==> config.mk <==
export PLATFORM = sky130hd
export DESIGN_NAME = stream_write_combiner
export DESIGN_NICKNAME = d
export VERILOG_FILES = /design/src/rtl/stream_write_combiner.sv
export SDC_FILE = /design/constraint.sdc
export NUM_CORES = 1
export LEC_CHECK = 0
export CELL_PAD_IN_SITES_DETAIL_PLACEMENT = 0
export CELL_PAD_IN_SITES_GLOBAL_PLACEMENT = 1
export CORE_AREA = 2 2 310 312
export CTS_BUF_LIST = sky130_fd_sc_hd__clkbuf_8
export DETAILED_ROUTE_END_ITERATION = 6
export DIE_AREA = 0 0 312 314
export DONT_BUFFER_PORTS = 1
export GPL_TIMING_DRIVEN = 0
export PLACE_DENSITY = 0.58
export SLEW_MARGIN = 20
export SYNTH_ARGS = -nofsm -noshare
export SYNTH_HDL_FRONTEND = slang
export SYNTH_SLANG_ARGS = --single-unit
==> constraint.sdc <==
create_clock -name clk -period 3.15 [get_ports clk]
set_input_delay 0.63 -clock clk [delete_from_list [all_inputs] [get_ports clk]]
set_output_delay 0.63 -clock clk [all_outputs]
set_load 0.1 [all_outputs]
==> src/rtl/stream_write_combiner.sv <==
// Write combiner: merges narrow accelerator beats into one AXI-width line buffer
// and evicts the line as a single-beat AXI4 write on a tag change, a full line,
// or an explicit flush.
module stream_write_combiner #(
  parameter int unsigned AXI_ADDR_WIDTH = 64,
  parameter int unsigned AXI_ID_WIDTH   = 16,
  parameter int unsigned AXI_DATA_WIDTH = 512,
  parameter int unsigned CL_DATA_WIDTH  = 64,
  parameter int unsigned CL_ADDR_WIDTH  = 32,
  parameter int unsigned BURST_WIDTH    = 9,
  parameter int unsigned AXI_ID         = 0
) (
  input  logic                        clk,
  input  logic                        rst_n,
  // Request channel
  input  logic [CL_ADDR_WIDTH-1:0]    req_addr,
  input  logic [BURST_WIDTH-1:0]      req_burst_count,
  input  logic                        req_flush,
  input  logic                        req_val,
  output logic                        req_rdy,
  // Accelerator beat channel
  input  logic [CL_DATA_WIDTH-1:0]    s_axi_wdata,
  input  logic [CL_DATA_WIDTH/8-1:0]  s_axi_wstrb,
  input  logic                        s_axi_wvalid,
  output logic                        s_axi_wready,
  // AXI4 write master
  output logic [AXI_ID_WIDTH-1:0]     m_axi_awid,
  output logic [AXI_ADDR_WIDTH-1:0]   m_axi_awaddr,
  output logic [7:0]                  m_axi_awlen,
  output logic [2:0]                  m_axi_awsize,
  output logic [1:0]                  m_axi_awburst,
  output logic                        m_axi_awvalid,
  input  logic                        m_axi_awready,
  output logic [AXI_DATA_WIDTH-1:0]   m_axi_wdata,
  output logic [AXI_DATA_WIDTH/8-1:0] m_axi_wstrb,
  output logic                        m_axi_wlast,
  output logic                        m_axi_wvalid,
  input  logic                        m_axi_wready,
  input  logic [1:0]                  m_axi_bresp,
  input  logic                        m_axi_bvalid,
  output logic                        m_axi_bready,
  // Status
  output logic                        err,
  output logic                        busy
);

  localparam int unsigned STRB_W     = CL_DATA_WIDTH / 8;
  localparam int unsigned LINE_BYTES = AXI_DATA_WIDTH / 8;
  localparam int unsigned BPL        = AXI_DATA_WIDTH / CL_DATA_WIDTH;
  localparam int unsigned OFF        = $clog2(LINE_BYTES);
  localparam int unsigned BOFF       = $clog2(STRB_W);
  localparam int unsigned SLOT_W     = (BPL > 1) ? $clog2(BPL) : 1;
  localparam int unsigned TAG_W      = CL_ADDR_WIDTH - OFF;

  typedef enum logic [1:0] {StIdle, StData, StEvict, StResp} state_e;

  state_e                      state_q, state_d;
  logic [CL_ADDR_WIDTH-1:0]    beat_addr_q, beat_addr_d;
  logic [BURST_WIDTH-1:0]      count_q, count_d;
  logic                        flush_q, flush_d;
  logic [AXI_DATA_WIDTH-1:0]   line_q, line_d;
  logic [LINE_BYTES-1:0]       mask_q, mask_d;
  logic [TAG_W-1:0]            tag_q, tag_d;
  logic                        dirty_q, dirty_d;
  logic                        aw_done_q, aw_done_d;
  logic                        w_done_q, w_done_d;
  logic                        err_q, err_d;

  logic [TAG_W-1:0]            beat_tag;
  logic [SLOT_W-1:0]           slot;
  int unsigned                 slot_base;
  logic                        aw_fin, w_fin;

  assign beat_tag = beat_addr_q[CL_ADDR_WIDTH-1:OFF];
  // A line holding a single beat has no slot bits; everything lands in slot 0.
  assign slot      = (BPL > 1) ? beat_addr_q[BOFF +: SLOT_W] : '0;
  assign slot_base = 32'(slot) * STRB_W;

  // Constant AXI fields and line presentation.
  assign m_axi_awid    = AXI_ID_WIDTH'(AXI_ID);
  assign m_axi_awaddr  = AXI_ADDR_WIDTH'({tag_q, {OFF{1'b0}}});
  assign m_axi_awlen   = 8'd0;
  assign m_axi_awsize  = 3'(OFF);
  assign m_axi_awburst = 2'b01;
  assign m_axi_wdata   = line_q;
  assign m_axi_wstrb   = mask_q;
  assign m_axi_wlast   = m_axi_wvalid;
  assign err           = err_q;
  assign busy          = (state_q != StIdle) | dirty_q;

  // State register and line buffer; reset abandons any buffered line.
  always_ff @(posedge clk or negedge rst_n) begin
    if (!rst_n) begin
      state_q     <= StIdle;
      beat_addr_q <= '0;
      count_q     <= '0;
      flush_q     <= 1'b0;
      line_q      <= '0;
      mask_q      <= '0;
      tag_q       <= '0;
      dirty_q     <= 1'b0;
      aw_done_q   <= 1'b0;
      w_done_q    <= 1'b0;
      err_q       <= 1'b0;
    end else begin
      state_q     <= state_d;
      beat_addr_q <= beat_addr_d;
      count_q     <= count_d;
      flush_q     <= flush_d;
      line_q      <= line_d;
      mask_q      <= mask_d;
      tag_q       <= tag_d;
      dirty_q     <= dirty_d;
      aw_done_q   <= aw_done_d;
      w_done_q    <= w_done_d;
      err_q       <= err_d;
    end
  end

  // Next-state logic, beat merging and handshake outputs.
  always_comb begin
    state_d       = state_q;
    beat_addr_d   = beat_addr_q;
    count_d       = count_q;
    flush_d       = flush_q;
    line_d        = line_q;
    mask_d        = mask_q;
    tag_d         = tag_q;
    dirty_d       = dirty_q;
    aw_done_d     = aw_done_q;
    w_done_d      = w_done_q;
    err_d         = err_q;
    aw_fin        = 1'b0;
    w_fin         = 1'b0;
    req_rdy       = 1'b0;
    s_axi_wready  = 1'b0;
    m_axi_awvalid = 1'b0;
    m_axi_wvalid  = 1'b0;
    m_axi_bready  = 1'b0;

    unique case (state_q)
      StIdle: begin
        req_rdy = 1'b1;
        if (req_val) begin
          beat_addr_d = req_addr;
          count_d     = req_burst_count;
          flush_d     = req_flush;
          if (req_burst_count != '0) begin
            state_d = StData;
          end else if (req_flush && dirty_q) begin
            state_d = StEvict;
          end
        end
      end

      StData: begin
        if (dirty_q && (beat_tag != tag_q)) begin
          // Beat belongs to another line: write out the current one first.
          state_d = StEvict;
        end else begin
          s_axi_wready = 1'b1;
          if (s_axi_wvalid) begin
            for (int unsigned b = 0; b < STRB_W; b++) begin
              if (s_axi_wstrb[b]) begin
                line_d[(slot_base + b) * 8 +: 8] = s_axi_wdata[b * 8 +: 8];
              end
            end
            mask_d[slot_base +: STRB_W] = mask_q[slot_base +: STRB_W] | s_axi_wstrb;
            if (s_axi_wstrb != '0) begin
              tag_d   = beat_tag;
              dirty_d = 1'b1;
            end
            beat_addr_d = beat_addr_q + CL_ADDR_WIDTH'(STRB_W);
            count_d     = count_q - BURST_WIDTH'(1);
            if (&mask_d) begin
              state_d = StEvict;
            end else if (count_q == BURST_WIDTH'(1)) begin
              state_d = (flush_q && dirty_d) ? StEvict : StIdle;
            end
          end
        end
      end

      StEvict: begin
        m_axi_awvalid = ~aw_done_q;
        m_axi_wvalid  = ~w_done_q;
        aw_fin        = aw_done_q | m_axi_awready;
        w_fin         = w_done_q | m_axi_wready;
        aw_done_d     = aw_fin;
        w_done_d      = w_fin;
        if (aw_fin && w_fin) begin
          aw_done_d = 1'b0;
          w_done_d  = 1'b0;
          state_d   = StResp;
        end
      end

      StResp: begin
        m_axi_bready = 1'b1;
        if (m_axi_bvalid) begin
          if (m_axi_bresp != 2'b00) begin
            err_d = 1'b1;
          end
          mask_d  = '0;
          dirty_d = 1'b0;
          state_d = (count_q != '0) ? StData : StIdle;
        end
      end

      default: state_d = StIdle;
    endcase
  end

endmodule
# After elaboration in Yosys (flattened, before gate mapping)

Cells that the tools add are included.

Register bits: 650
Output and inout bits: 677

Add/subtract/negate cells: 18
Equal/unequal tests: 13
Shift-type cells: 19
Multiplexer cells: 78
Bitwise gates (word level): 7
Reduce and logical (&&, ||, !) cells: 20

Operators by type and width:

| cell                                                    | count |
|---|---|
| two-way mux 512 bit                                     | 29 |
| bitwise mux 512 bit                                     | 8 |
| variable shift 8 x 34 -> 512 bit (first input constant) | 8 |
| variable part select 8 x 34 -> 512 bit                  | 8 |
| negation 10 -> 34 bit                                   | 7 |
| two-way mux 64 bit                                      | 3 |
| one-hot mux 64 bit (2 select lines)                     | 1 |
| two-way mux 32 bit                                      | 3 |
| bitwise mux 64 bit                                      | 1 |
| one-hot mux 32 bit (2 select lines)                     | 1 |
| AND reduction 64 bit                                    | 1 |
| variable shift 8 x 34 -> 64 bit (first input constant)  | 1 |
| variable part select 64 x 7 -> 8 bit                    | 1 |
| variable part select 8 x 34 -> 64 bit                   | 1 |
| negation 6 -> 34 bit                                    | 1 |
| negation 9 -> 34 bit                                    | 1 |
| adder 32 x 4 -> 32 bit (second input constant)          | 1 |
| adder 6 x 3 -> 7 bit (second input constant)            | 4 |
| two-way mux 9 bit                                       | 3 |
| != test 26 bit                                          | 1 |
| two-way mux 2 bit                                       | 10 |
| one-hot mux 9 bit (2 select lines)                      | 1 |
| nonzero test 9 bit                                      | 2 |
| two-way mux 1 bit                                       | 16 |
| 22 further kinds                                        | 42 |

# Longest topological paths before layout

Gate-level depths: netlist (run 1).

Depth in word-level cells: 39
Depth in mapped cells: 15
Mapped depth without buffers: 11

# Worst setup path before layout (run 1)

OpenSTA, ideal clock, no wires.

Path kind: register -> register
Start point: reg tag_q[15]
End point: reg state_q[1]
Library setup time: 120 ps
Data arrival time: 4138 ps
Data required time: 3030 ps
Setup slack: -1108 ps
Cell stages (with the launch flop): 9
Path buffers: 0
Period minus slack after synthesis: 4258 ps
Path through: dfrtp_1 xor2_1 nor4_1 nand2_1 o41a_1 nor2_1 a221oi_1 a22o_1 a31o_2

Longest elaborated chain between the ends: 4

Ends and longest elaborated chain:

| item                                                                                              | RTL line | source |
|---|---|---|
| start, declared                                                                                   | 63       | `logic [TAG_W-1:0] tag_q, tag_d;` |
| start signal, assigned                                                                            | 112      | `tag_q <= tag_d;` |
| != test 26 bit *                                                                                  | 157      | `if (dirty_q && (beat_tag != tag_q)) begin` |
| logical AND 1 bit *                                                                               | 157      |  |
| != test 4 bit (no source line), or another cell as far along                                      | n/a      |  |
| AND reduction 6 bit (no source line) / one-hot mux 2 bit (4 select lines) (equally long branches) | n/a      |  |
| end signal, assigned                                                                              | 94       | `state_q <= StIdle;` |
| end signal, assigned                                                                              | 106      | `state_q <= state_d;` |
| end, declared                                                                                     | 57       | `state_e state_q, state_d;` |

Every way passes the cells marked *; elsewhere a longest branch is shown, timed or not.
A chain may end at the register's enable or synchronous reset.

# Worst setup path in the final report (run 1)

Start point: reg tag_q[0]
End point: out s_axi_wready

Longest elaborated chain between the ends: 4

Ends and longest elaborated chain:

| item              | RTL line | source |
|---|---|---|
| != test 26 bit    | 157      |  |
| logical AND 1 bit | 157      |  |
| two-way mux 1 bit | 157      |  |
| two-way mux 1 bit | 141      | `unique case (state_q)` |
| end, declared     | 25       | `output logic s_axi_wready,` |

Every way passes these cells.

==> impl_metrics.tcl, run 1 <==
set metrics [dict create \
    remaining_antenna_violation_count 0 \
    synth_seq_cells 647 \
    die_h_um 314 \
    syn-instance-count 2724 \
    crit-reg2reg-capture "m_axi_wdata[165]$_DFFE_PN0P_" \
    timing.critical_path.cells "xor2_4 > nor4_2 > nand4_1 > o41a_1 > nor2_4" \
    holdCritStartpoint "s_axi_wstrb[3]" \
    longest_clk_path_bufs 3 \
    crit_family "simple AND/OR/NAND/NOR gates" \
    synth_edf_count 0 \
    final.hold.worst_slack_ps 65.8 \
    cts-buffers-inserted 115 \
    first_pass_iters 5 \
    vias 23900 \
    detail_route.wl_per_cell_um 28.3 \
    die_x_um 312 \
    port_buffers 0 \
    setup_ws_ps -643 \
    grt_util_all_layers_pct 24.8 \
    p_total_mw 38.2 \
    synthArstFlopShare_pct 100 \
    core_area_mm2 0.0944 \
    hold_viol_final 0 \
    clk_root_buffer_cell "sky130_fd_sc_hd__clkbuf_8" \
    hold_path_class "in2reg" \
    overflow 0 \
    worst_slew_pin_slew_ps 1410 \
    timing.hold.worst_path_depth 2 \
    pin_count_of_the_biggest_net_entering_global_routing 648 \
    run_status "complete, but fails checks" \
    dieArea_mm2 0.0980 \
    clk_transition_reported_paths_ps 60 \
    p_leak_nw 16.8 \
    mappedNetlistArea_mm2 0.0286 \
    floorplan.io_pins 800 \
    wl_mm 128 \
    detailed_place_hpwl_mm 89.4 \
    final.setup_skew_ps 39.0 \
    post_synth_num_cell_types 64 \
    netlist.top_cell.by_area "sky130_fd_sc_hd__dfrtp_1" \
    final_net_count 3281 \
    antenna_found_initial 14 \
    cp_slowest_cell "sky130_fd_sc_hd__dfrtp_4" \
    drive_above_1_share_pct 32.1 \
    worstPathArrival_ps 3160 \
    critical_path_peak_fanout 3 \
    first_pass_grt_wire_length_mm 177 \
    setup_repair_after_global_routing_missed_its_margin "true" \
    setup-violations-final 644 \
    clock_sink_count 647 \
    synth.top_cell.area_share_pct 56.5 \
    cap_violations 0 \
    ys_seq_area_share_pct 56.5 \
    area_growth_pct 32.2 \
    failed_checks "negative setup slack" \
    min_period_over_period_pct 120 \
    dpl_worst_slack_ps -1910 \
    worst_setup_path_start_kind "flop" \
    clk_latency_ps 790 \
    placementRows 113 \
    timing_worst_setup_path_type "reg2out" \
    max_stage_delay_on_crit_path_ps 640 \
    cts.htree.levels 3 \
    hold_path_endpoint "m_axi_wdata[282]$_DFFE_PN0P_" \
    starting_density_of_the_core_pct 30.3 \
    finalMaxSlewViolations 0 \
    min_period_ps 3790 \
    gp_congestion 0.895 \
    cp-end-kind "output pin" \
    cp_data_required_time_ps 2520 \
    first_global_vias 23600 \
    max_freq_ghz 0.264 \
    reg2reg_setup_slack_ps -510 \
    worst_slew_margin_relative_to_its_limit_pct 5.67 \
    critical_path_buf_inv_count 0 \
    ir_drop_uv 845 \
    number_of_warnings_printed_during_yosys_synthesis 0 \
    detailedRoute.firstIterationViolations 1732 \
    remaining_drc_errors 0 \
    crit-reg2reg-launch "tag_q[0]$_DFFE_PN0P_" \
    cellPowerDensity_mw_per_mm2 1010 \
    viasPerCell 5.28 \
    worst_r2r_path_depth 13 \
    netlist_top_cells_area "sky130_fd_sc_hd__dfrtp_1 57%, sky130_fd_sc_hd__mux2_2 10%, sky130_fd_sc_hd__nand2_1 7.9%, sky130_fd_sc_hd__o21ai_0 5.5%, sky130_fd_sc_hd__and3_1 2.8%" \
    avgSynthCellArea_um2 10.5 \
    synth_top_flop_cell "sky130_fd_sc_hd__dfrtp_1" \
    tritoncts "built" \
]
Yosys cell counts (22+ instances only):
cell,instances
sky130_fd_sc_hd__buf_4,73
sky130_fd_sc_hd__and3_1,128
sky130_fd_sc_hd__mux2_2,260
sky130_fd_sc_hd__clkbuf_1,131
sky130_fd_sc_hd__a21oi_1,57
sky130_fd_sc_hd__nor4_1,22
sky130_fd_sc_hd__mux2i_1,33
sky130_fd_sc_hd__nor2_1,63
sky130_fd_sc_hd__dfrtp_1,647
sky130_fd_sc_hd__nand2_1,606
sky130_fd_sc_hd__xor2_1,22
sky130_fd_sc_hd__o21ai_0,312
sky130_fd_sc_hd__nand3_1,73
sky130_fd_sc_hd__o2bb2ai_1,52
kinds of logic (layout without fill, tap and decap cells):
logic type / Yosys count / in the layout / synth area share (%)
simple gates: 985 / 985 / 15.6
flops: 647 / 647 / 56.5
compound gates: 519 / 519 / 10.8
mux: 299 / 299 / 11.6
buf+inv: 235 / 689 / 4.11
xor+xnor: 26 / 26 / 0.795
fa+ha+maj: 11 / 11 / 0.481
other cells: 2 / 80 / 0.0262
routing by layer:
| metal | vias to the layer above | GRT usage [%] | wire [um] |
|---|---|---|---|
| met2 | 1186 | 42.5 | 63200 |
| met1 | 12100 | 28.7 | 48100 |
| met4 | 14 | 9.97 | 5010 |
| met3 | 255 | 7.91 | 11500 |
| met5 | - | 0 | 94 |
| li1 | 10300 | - | - |
layout by cell type (no fill, tap or decap), drive strengths merged, types with 4 or more instances in the layout:
| cell type | netlist | layout |
|---|---|---|
| a2bb2oi | 11 | 11 |
| nand2b | 4 | 4 |
| nor2 | 93 | 93 |
| o21ai | 312 | 312 |
| or3 | 5 | 5 |
| xor2 | 22 | 22 |
| buf | 91 | 255 |
| ha | 11 | 11 |
| a22oi | 20 | 20 |
| a22o | 4 | 4 |
| dlygate4sd3 | 0 | 92 |
| a31oi | 10 | 10 |
| a21oi | 57 | 57 |
| nand4 | 19 | 19 |
| a32o | 13 | 13 |
| inv | 12 | 45 |
| clkinvlp | 0 | 7 |
| mux2i | 33 | 33 |
| nand3 | 74 | 74 |
| o31ai | 4 | 4 |
| and2 | 5 | 5 |
| and3 | 128 | 128 |
| clkbuf | 132 | 270 |
| o211ai | 4 | 4 |
| nor2b | 4 | 4 |
| conb | 2 | 67 |
| clkinv | 0 | 18 |
| dfrtp | 647 | 647 |
| o2bb2ai | 52 | 52 |
| nor4 | 22 | 22 |
| mux2 | 266 | 266 |
| nor3 | 13 | 13 |
| nand2 | 610 | 610 |
| diode | 0 | 13 |
| xnor2 | 4 | 4 |
| o22ai | 9 | 9 |
per-stage QoR:
step / instances / setup TNS (ps) / util, % / cell area [um^2]
after floorplan: 2789 / 0 / - / 28900
after global placement: 4054 / -804440 / 32.3 / 30500
after detailed placement: 4059 / -829260 / 32.4 / 30600
after CTS: 4422 / -241800 / 37.8 / 35700
after global routing: 4517 / -307900 / 40.1 / 37900
final: 4521 / -225370 / 40.1 / 37900
power by group:
group          internal [mW]  total, mW  switching [mW]
Combinational           3.57       10.5            6.94
Clock                   4.51       8.29            3.77
Sequential              9.57       19.4            9.83
Total                   17.6       38.2            20.5
worst max-delay path by stage:
stage	start	end	slack, ps	cells after the start
finish	tag_q[0]$_DFFE_PN0P_	s_axi_wready	-640	5
global route	tag_q[0]$_DFFE_PN0P_	s_axi_wready	-760	5
CTS	tag_q[15]$_DFFE_PN0P_	s_axi_wready	-770	5
detailed placement	beat_addr_q[3]$_DFFE_PN0P_	state_q[0]$_DFFE_PN0P_	-1910	13
global placement	beat_addr_q[3]$_DFFE_PN0P_	state_q[0]$_DFFE_PN0P_	-1910	11
floorplan	tag_q[10]$_DFFE_PN0P_	state_q[1]$_DFFE_PN0P_	8	8
state kept, by name (all words and copies together) (netlist names), 2 cells and up:
register	count
beat_addr_q	29
state_q	2
count_q	9
tag_q	26
m_axi_wstrb	64
m_axi_wdata	512
timing repair:
action	4_1_cts	5_1_grt
pin swaps	40	44
hold buffers	90	3
resized for setup	269	527
buffers inserted	44	67
endpoints found under the hold margin	955	55
cloned	18	15
endpoints found under the setup margin	645	646
area by class of cell:
class	instances	area (um^2)
sequential	647	16300
inverter	12	52.6
clock inverter	60	359
antenna	13	32.5
timing repair buffer	245	2720
buffer	219	1690
multi-input combinational	1907	13000
clock buffer	153	2110
tap	1265	1580
fill	9262	56600
worst reg2reg max path: cells and delay by family (launching register included):
| family | cells | cell delay [ps] |
|---|---|---|
| AO/OA/AOI/OAI | 1 | 440 |
| AND/OR/NAND/NOR | 5 | 1060 |
| XOR/XNOR | 1 | 260 |
| flip-flops | 1 | 640 |
| multiplexers | 1 | 390 |
| buffers and inverters | 5 | 760 |
Power figures use the tool's default switching activity.
==> inputs of run 2 (changes only) <==
--- a/config.mk
+++ b/config.mk
@@ -7,13 +7,13 @@
 export LEC_CHECK = 0
 export CELL_PAD_IN_SITES_DETAIL_PLACEMENT = 0
 export CELL_PAD_IN_SITES_GLOBAL_PLACEMENT = 1
-export CORE_AREA = 2 2 310 312
+export CORE_AREA = 2 2 316 318
 export CTS_BUF_LIST = sky130_fd_sc_hd__clkbuf_8
 export DETAILED_ROUTE_END_ITERATION = 6
-export DIE_AREA = 0 0 312 314
+export DIE_AREA = 0 0 318 320
 export DONT_BUFFER_PORTS = 1
 export GPL_TIMING_DRIVEN = 0
-export PLACE_DENSITY = 0.58
+export PLACE_DENSITY = 0.54
 export SLEW_MARGIN = 20
 export SYNTH_ARGS = -nofsm -noshare
 export SYNTH_HDL_FRONTEND = slang
==> constraint.sdc (replaced) <==
create_clock -name clk -period 3.6 [get_ports clk]
set_input_delay 0.72 -clock clk [delete_from_list [all_inputs] [get_ports clk]]
set_output_delay 0.72 -clock clk [all_outputs]
set_load 0.1 [all_outputs]
==> impl_metrics.tcl, run 2 (same netlist as run 1, synthesis figures left out) <==
set metrics [dict create \
    run_status "complete, but fails checks" \
    failed_checks "negative setup slack" \
    cts.htree.levels 3 \
    wl_mm 127 \
    largest_register_ff_count 512 \
    final_cell_mix "588 x sky130_fd_sc_hd__nand2_1, 575 x sky130_fd_sc_hd__dfrtp_1, 310 x sky130_fd_sc_hd__o21ai_0, 154 x sky130_fd_sc_hd__clkbuf_8, 138 x sky130_fd_sc_hd__mux2_2" \
    cp_data_required_time_ps 2880 \
    pin_count_of_the_biggest_net_entering_global_routing 648 \
    placementRows 115 \
    core_area_mm2 0.0980 \
    dieArea_mm2 0.102 \
    p_leak_nw 16.2 \
    area_growth_pct 27.3 \
    dpl_worst_slack_ps -2140 \
    critical_path_peak_fanout 3 \
    grt.busiest_layer "met2" \
    drive_above_1_share_pct 27.1 \
    p_total_mw 33.1 \
    port_buffers 0 \
    max_freq_ghz 0.256 \
    setup_repair_after_global_routing_missed_its_margin "true" \
    worst_setup_path_start_kind "flop" \
    clk_root_buffer_cell "sky130_fd_sc_hd__clkbuf_8" \
    timing.critical_path.cells "xor2_1 > nor4_1 > nand4_1 > o41a_1 > nor2_4" \
    clock_sink_count 647 \
    starting_density_of_the_core_pct 29.2 \
    worstPathArrival_ps 3190 \
    detail_route.wl_per_cell_um 28.8 \
    max_stage_delay_on_crit_path_ps 700 \
    first_pass_grt_wire_length_mm 178 \
    finalMaxSlewViolations 0 \
    final.hold.worst_slack_ps 1.59 \
    cap_violations 0 \
    detailed_place_hpwl_mm 89.5 \
    global_route.usage.met3_pct 7.71 \
    remaining_drc_errors 0 \
    crit-reg2reg-launch "tag_q[11]$_DFFE_PN0P_" \
    worst_r2r_path_depth 13 \
    worst_slew_margin_relative_to_its_limit_pct 19.8 \
    die_h_um 320 \
    reg2reg_setup_slack_ps -40 \
    antenna_found_initial 18 \
    timing_worst_setup_path_type "reg2out" \
    cp_slowest_cell "sky130_fd_sc_hd__dfrtp_2" \
    overflow 0 \
    viasPerCell 5.23 \
    final.setup_skew_ps 45.1 \
    clk_transition_reported_paths_ps 60 \
    min_period_ps 3910 \
    crit_family "simple AND/OR/NAND/NOR gates" \
    final_net_count 3165 \
    longest_clk_path_bufs 3 \
    first_global_vias 23300 \
    groute.layer.met2.usage_pct 40.4 \
    cts-buffers-inserted 115 \
    cp-end-kind "output pin" \
    setup_ws_ps -311 \
    hold_path_class "in2async" \
    first_pass_iters 5 \
    remaining_antenna_violation_count 0 \
    min_period_over_period_pct 109 \
    grt_util_all_layers_pct 24.0 \
    die_x_um 318 \
    tritoncts "built" \
    cellPowerDensity_mw_per_mm2 908 \
    floorplan.io_pins 800 \
    gp_congestion 0.898 \
    hold_viol_final 0 \
    layout_commonest_cell "sky130_fd_sc_hd__nand2_1" \
    vias 23100 \
    ir_drop_uv 793 \
    filler_cell_count 9712 \
    worst_slew_pin_slew_ps 1200 \
    setup-violations-final 53 \
    setup_total_negative_slack_ps -1460 \
    detailedRoute.firstIterationViolations 1673 \
    crit-reg2reg-capture "m_axi_wdata[366]$_DFFE_PN0P_" \
    critical_path_buf_inv_count 0 \
    grt_util_met1_pct 28.6 \
    clk_latency_ps 790 \
]
[run 2: cell count changes in the layout (fill, tap and decap cells not counted), sizes merged]
| cell | change |
|---|---|
| clkinvlp | -4 |
| clkbuf | -30 |
| dlygate4sd3 | -22 |
| inv | +5 |
| diode | -5 |
| buf | -63 |
| bufinv | +4 |
| clkinv | -11 |
[run 2: final cells by class]
cell class | count | area [um^2] | area share, %
Buffer | 216 | 1470 | 4.04
Timing Repair Buffer | 132 | 1690 | 4.64
Clock buffer | 154 | 2120 | 5.81
Tap cell | 1287 | 1610 | 4.42
Antenna cell | 8 | 20.0 | 0.0549
Clock inverter | 54 | 430 | 1.18
Multi-Input combinational cell | 1907 | 12800 | 35.0
Inverter | 12 | 52.6 | 0.144
Sequential cell | 647 | 16300 | 44.7
[run 2: per-layer routing]
| metal | vias to the layer above | wire length (um) |
|---|---|---|
| li1 | 10000 | - |
| met1 | 11700 | 49600 |
| met2 | 1106 | 61400 |
| met3 | 244 | 11400 |
| met4 | 6 | 4620 |
| met5 | - | 32 |
[run 2: how the worst max path moves through the flow]
stage                                     from                     end  slack, ps  depth (start not counted)
floorplan           beat_addr_q[4]$_DFFE_PN0P_  state_q[0]$_DFFE_PN0P_        130                         15
global placement    beat_addr_q[4]$_DFFE_PN0P_  state_q[0]$_DFFE_PN0P_      -2190                         15
detailed placement  beat_addr_q[4]$_DFFE_PN0P_  state_q[0]$_DFFE_PN0P_      -2140                         15
CTS                       tag_q[1]$_DFFE_PN0P_            s_axi_wready       -380                          5
global route             tag_q[11]$_DFFE_PN0P_            s_axi_wready       -450                          5
finish                   tag_q[11]$_DFFE_PN0P_            s_axi_wready       -310                          5
[run 2: repair_timing]
action,CTS,global route
hold buffers,69,1
gates cloned,0,4
hold endpoints to repair,853,12
resized for setup,161,447
buffers inserted,24,25
pin swaps,25,39
endpoints found under the setup margin,644,631
[run 2: worst register-to-register path, stage by stage, from the launching register on]
cell and delay, ps:
sky130_fd_sc_hd__dfrtp_2 700, sky130_fd_sc_hd__xor2_1 190, sky130_fd_sc_hd__nor4_1 320, sky130_fd_sc_hd__nand4_1 190, sky130_fd_sc_hd__o41a_1 460, sky130_fd_sc_hd__buf_4 180, sky130_fd_sc_hd__buf_6 110, sky130_fd_sc_hd__nor3_4 190
sky130_fd_sc_hd__buf_12 200, sky130_fd_sc_hd__clkbuf_16 230, sky130_fd_sc_hd__nand2_8 100, sky130_fd_sc_hd__nor2_4 130, sky130_fd_sc_hd__buf_12 160, sky130_fd_sc_hd__mux2_4 310
[run 2: stage by stage]
stage               cell area, um^2  utilization (%)  cells
CTS                           34600             35.3   4379
detailed placement            30600             31.2   4081
floorplan                     28900                -   2789
global placement              30500             31.1   4076
finish                        36500             37.2   4417
global route                  36500             37.2   4414
[run 2: power by group]
| part | internal, mW | switching, mW |
|---|---|---|
| combinational | 2.80 | 5.80 |
| sequential | 8.37 | 8.54 |
| clock | 4.25 | 3.35 |
==> inputs of run 3 (changes only) <==
--- a/config.mk
+++ b/config.mk
@@ -12,7 +12,6 @@
 export DETAILED_ROUTE_END_ITERATION = 6
 export DIE_AREA = 0 0 318 320
 export DONT_BUFFER_PORTS = 1
-export GPL_TIMING_DRIVEN = 0
 export PLACE_DENSITY = 0.54
 export SLEW_MARGIN = 20
 export SYNTH_ARGS = -nofsm -noshare
==> impl_metrics.tcl, run 3 (same netlist as run 1, synthesis figures left out) <==
set metrics [dict create \
    min_period_ps 3480 \
    worst-path-stages 7 \
    setup_ws_ps 119 \
    first_pass_grt_wire_length_mm 166 \
    worst_slew_pin_slew_ps 3650 \
    clock_sink_count 647 \
    worst_setup_path_start_kind "flop" \
    critical_path_peak_fanout 5 \
    setup_total_negative_slack_ps 0 \
    drive_above_1_share_pct 22.0 \
    max_freq_ghz 0.287 \
    crit_family "simple AND/OR/NAND/NOR gates" \
    dpl_worst_slack_ps -21.0 \
    largest_register_ff_count 512 \
    cts.htree.levels 3 \
    wl_mm 116 \
    p_leak_nw 15.7 \
    clk_root_buffer_cell "sky130_fd_sc_hd__clkbuf_8" \
    dpl.cell_count 4028 \
    filler_cell_count 9921 \
    cp_slowest_cell "sky130_fd_sc_hd__o41a_1" \
    starting_density_of_the_core_pct 29.2 \
    detailedRoute.firstIterationViolations 1742 \
    cts-buffers-inserted 113 \
    timing.critical_path.cells "xor2_1 > nor4_4 > nand4_1 > o41a_1 > buf_6 > nor2_4 > buf_12" \
    detailed_place_hpwl_mm 80.9 \
    overflow 0 \
    pin_count_of_the_biggest_net_entering_global_routing 648 \
    cp-end-kind "output pin" \
    ir_drop_uv 471 \
    antenna_found_initial 19 \
    max_stage_delay_on_crit_path_ps 440 \
    finalMaxSlewViolations 453 \
    tritoncts "built" \
    worstPathArrival_ps 2760 \
    die_h_um 320 \
    placementRows 115 \
    final_design_area_no_fill_mm2 0.0339 \
    remaining_drc_errors 0 \
    longest_clk_path_bufs 3 \
    p_total_mw 31.5 \
    setup-violations-final 0 \
    viasPerCell 5.17 \
    die_x_um 318 \
    critical_path_buf_inv_count 2 \
    final.hold.worst_slack_ps -292 \
    final_cell_mix "643 x sky130_fd_sc_hd__dfrtp_1, 606 x sky130_fd_sc_hd__nand2_1, 312 x sky130_fd_sc_hd__o21ai_0, 260 x sky130_fd_sc_hd__mux2_2, 172 x sky130_fd_sc_hd__buf_4" \
    gp_congestion 0.901 \
    run_status "complete, but fails checks" \
    hold_viol_final 199 \
    cp_data_required_time_ps 2880 \
    final_net_count 3057 \
    detail_route.wl_per_cell_um 27.0 \
    layout_commonest_cell "sky130_fd_sc_hd__dfrtp_1" \
    floorplan.io_pins 800 \
    failed_checks "negative hold slack, max-slew violations" \
    clk_latency_ps 780 \
    hold_path_class "in2async" \
    area_growth_pct 18.4 \
    timing_worst_setup_path_type "reg2out" \
    hold_buffers_post_cts 65 \
    core_area_mm2 0.0980 \
    worst_r2r_path_depth 11 \
    cellPowerDensity_mw_per_mm2 930 \
    min_period_over_period_pct 96.7 \
    final.setup_skew_ps 45.7 \
    cap_violations 0 \
    port_buffers 0 \
    worst_slew_margin_relative_to_its_limit_pct -143 \
    first_global_vias 22000 \
    first_pass_iters 7 \
    vias 22300 \
    grt_util_all_layers_pct 22.3 \
    final_instance_count_excl_fillers 4311 \
    remaining_antenna_violation_count 0 \
    placement.cell_area_mm2 0.0308 \
    clk_transition_reported_paths_ps 60 \
    dieArea_mm2 0.102 \
]
[run 3: changes by cell type in the layout (fill, tap and decap cells not counted), sizes merged]
cell and change:
clkinvlp -2, dlygate4sd3 -5, buf -15, clkbuf -89, diode +4, bufinv -5, inv +6
[run 3: per-layer routing]
| metal | wire, um | track usage, % | vias to the layer above |
|---|---|---|---|
| met5 | 47 | 0 | - |
| met4 | 4500 | 9.29 | 8 |
| met3 | 10300 | 7.29 | 216 |
| met2 | 56400 | 36.8 | 983 |
| met1 | 45200 | 26.6 | 11300 |
| li1 | - | - | 9800 |
[run 3: path summary, 6_finish.rpt]
| kind | end | slack [ps] | from |
|---|---|---|---|
| max in group asynchronous | m_axi_wdata[194]$_DFFE_PN0P_ | 1080 | rst_n |
| setup / recovery | s_axi_wready | 120 | tag_q[22]$_DFFE_PN0P_ |
| min in group clk | m_axi_wdata[63]$_DFFE_PN0P_ | 110 | s_axi_wdata[63] |
| setup reg to reg | state_q[0]$_DFFE_PN0P_ | 130 | beat_addr_q[4]$_DFFE_PN0P_ |
| hold reg to reg | count_q[7]$_DFFE_PN0P_ | 510 | count_q[7]$_DFFE_PN0P_ |
| hold / removal | tag_q[21]$_DFFE_PN0P_ | -290 | rst_n |
[run 3: cell type report]
class	count	area [um^2]	share of cell area [%]
Inverter	12	45.0	0.133
Antenna cell	12	30.0	0.0886
Clock inverter	53	278	0.819
Timing Repair Buffer	242	2030	6.00
Clock buffer	151	2080	6.13
Tap cell	1287	1610	4.75
Sequential cell	647	16200	47.8
Multi-Input combinational cell	1907	11600	34.3
[run 3: repair_timing]
item,CTS,global route
hold endpoints to repair,850,647
gates cloned,0,0
pin swaps,4,1
gates resized for setup,6,2
setup buffers,2,0
setup endpoints to repair,3,3
[run 3: where the power goes]
part           internal, mW  switching [mW]
clock network          3.80            3.20
logic                  2.63            6.71
registers              8.34            6.83
total                  14.8            16.7
[run 3: through the flow]
step,util [%],hold WS (ps)
2_1_floorplan,-,424
3_3_place_gp,31.4,458
3_5_place_dp,31.4,458
4_1_cts,34.5,-426
5_1_grt,34.6,-373
6_report,34.6,-292
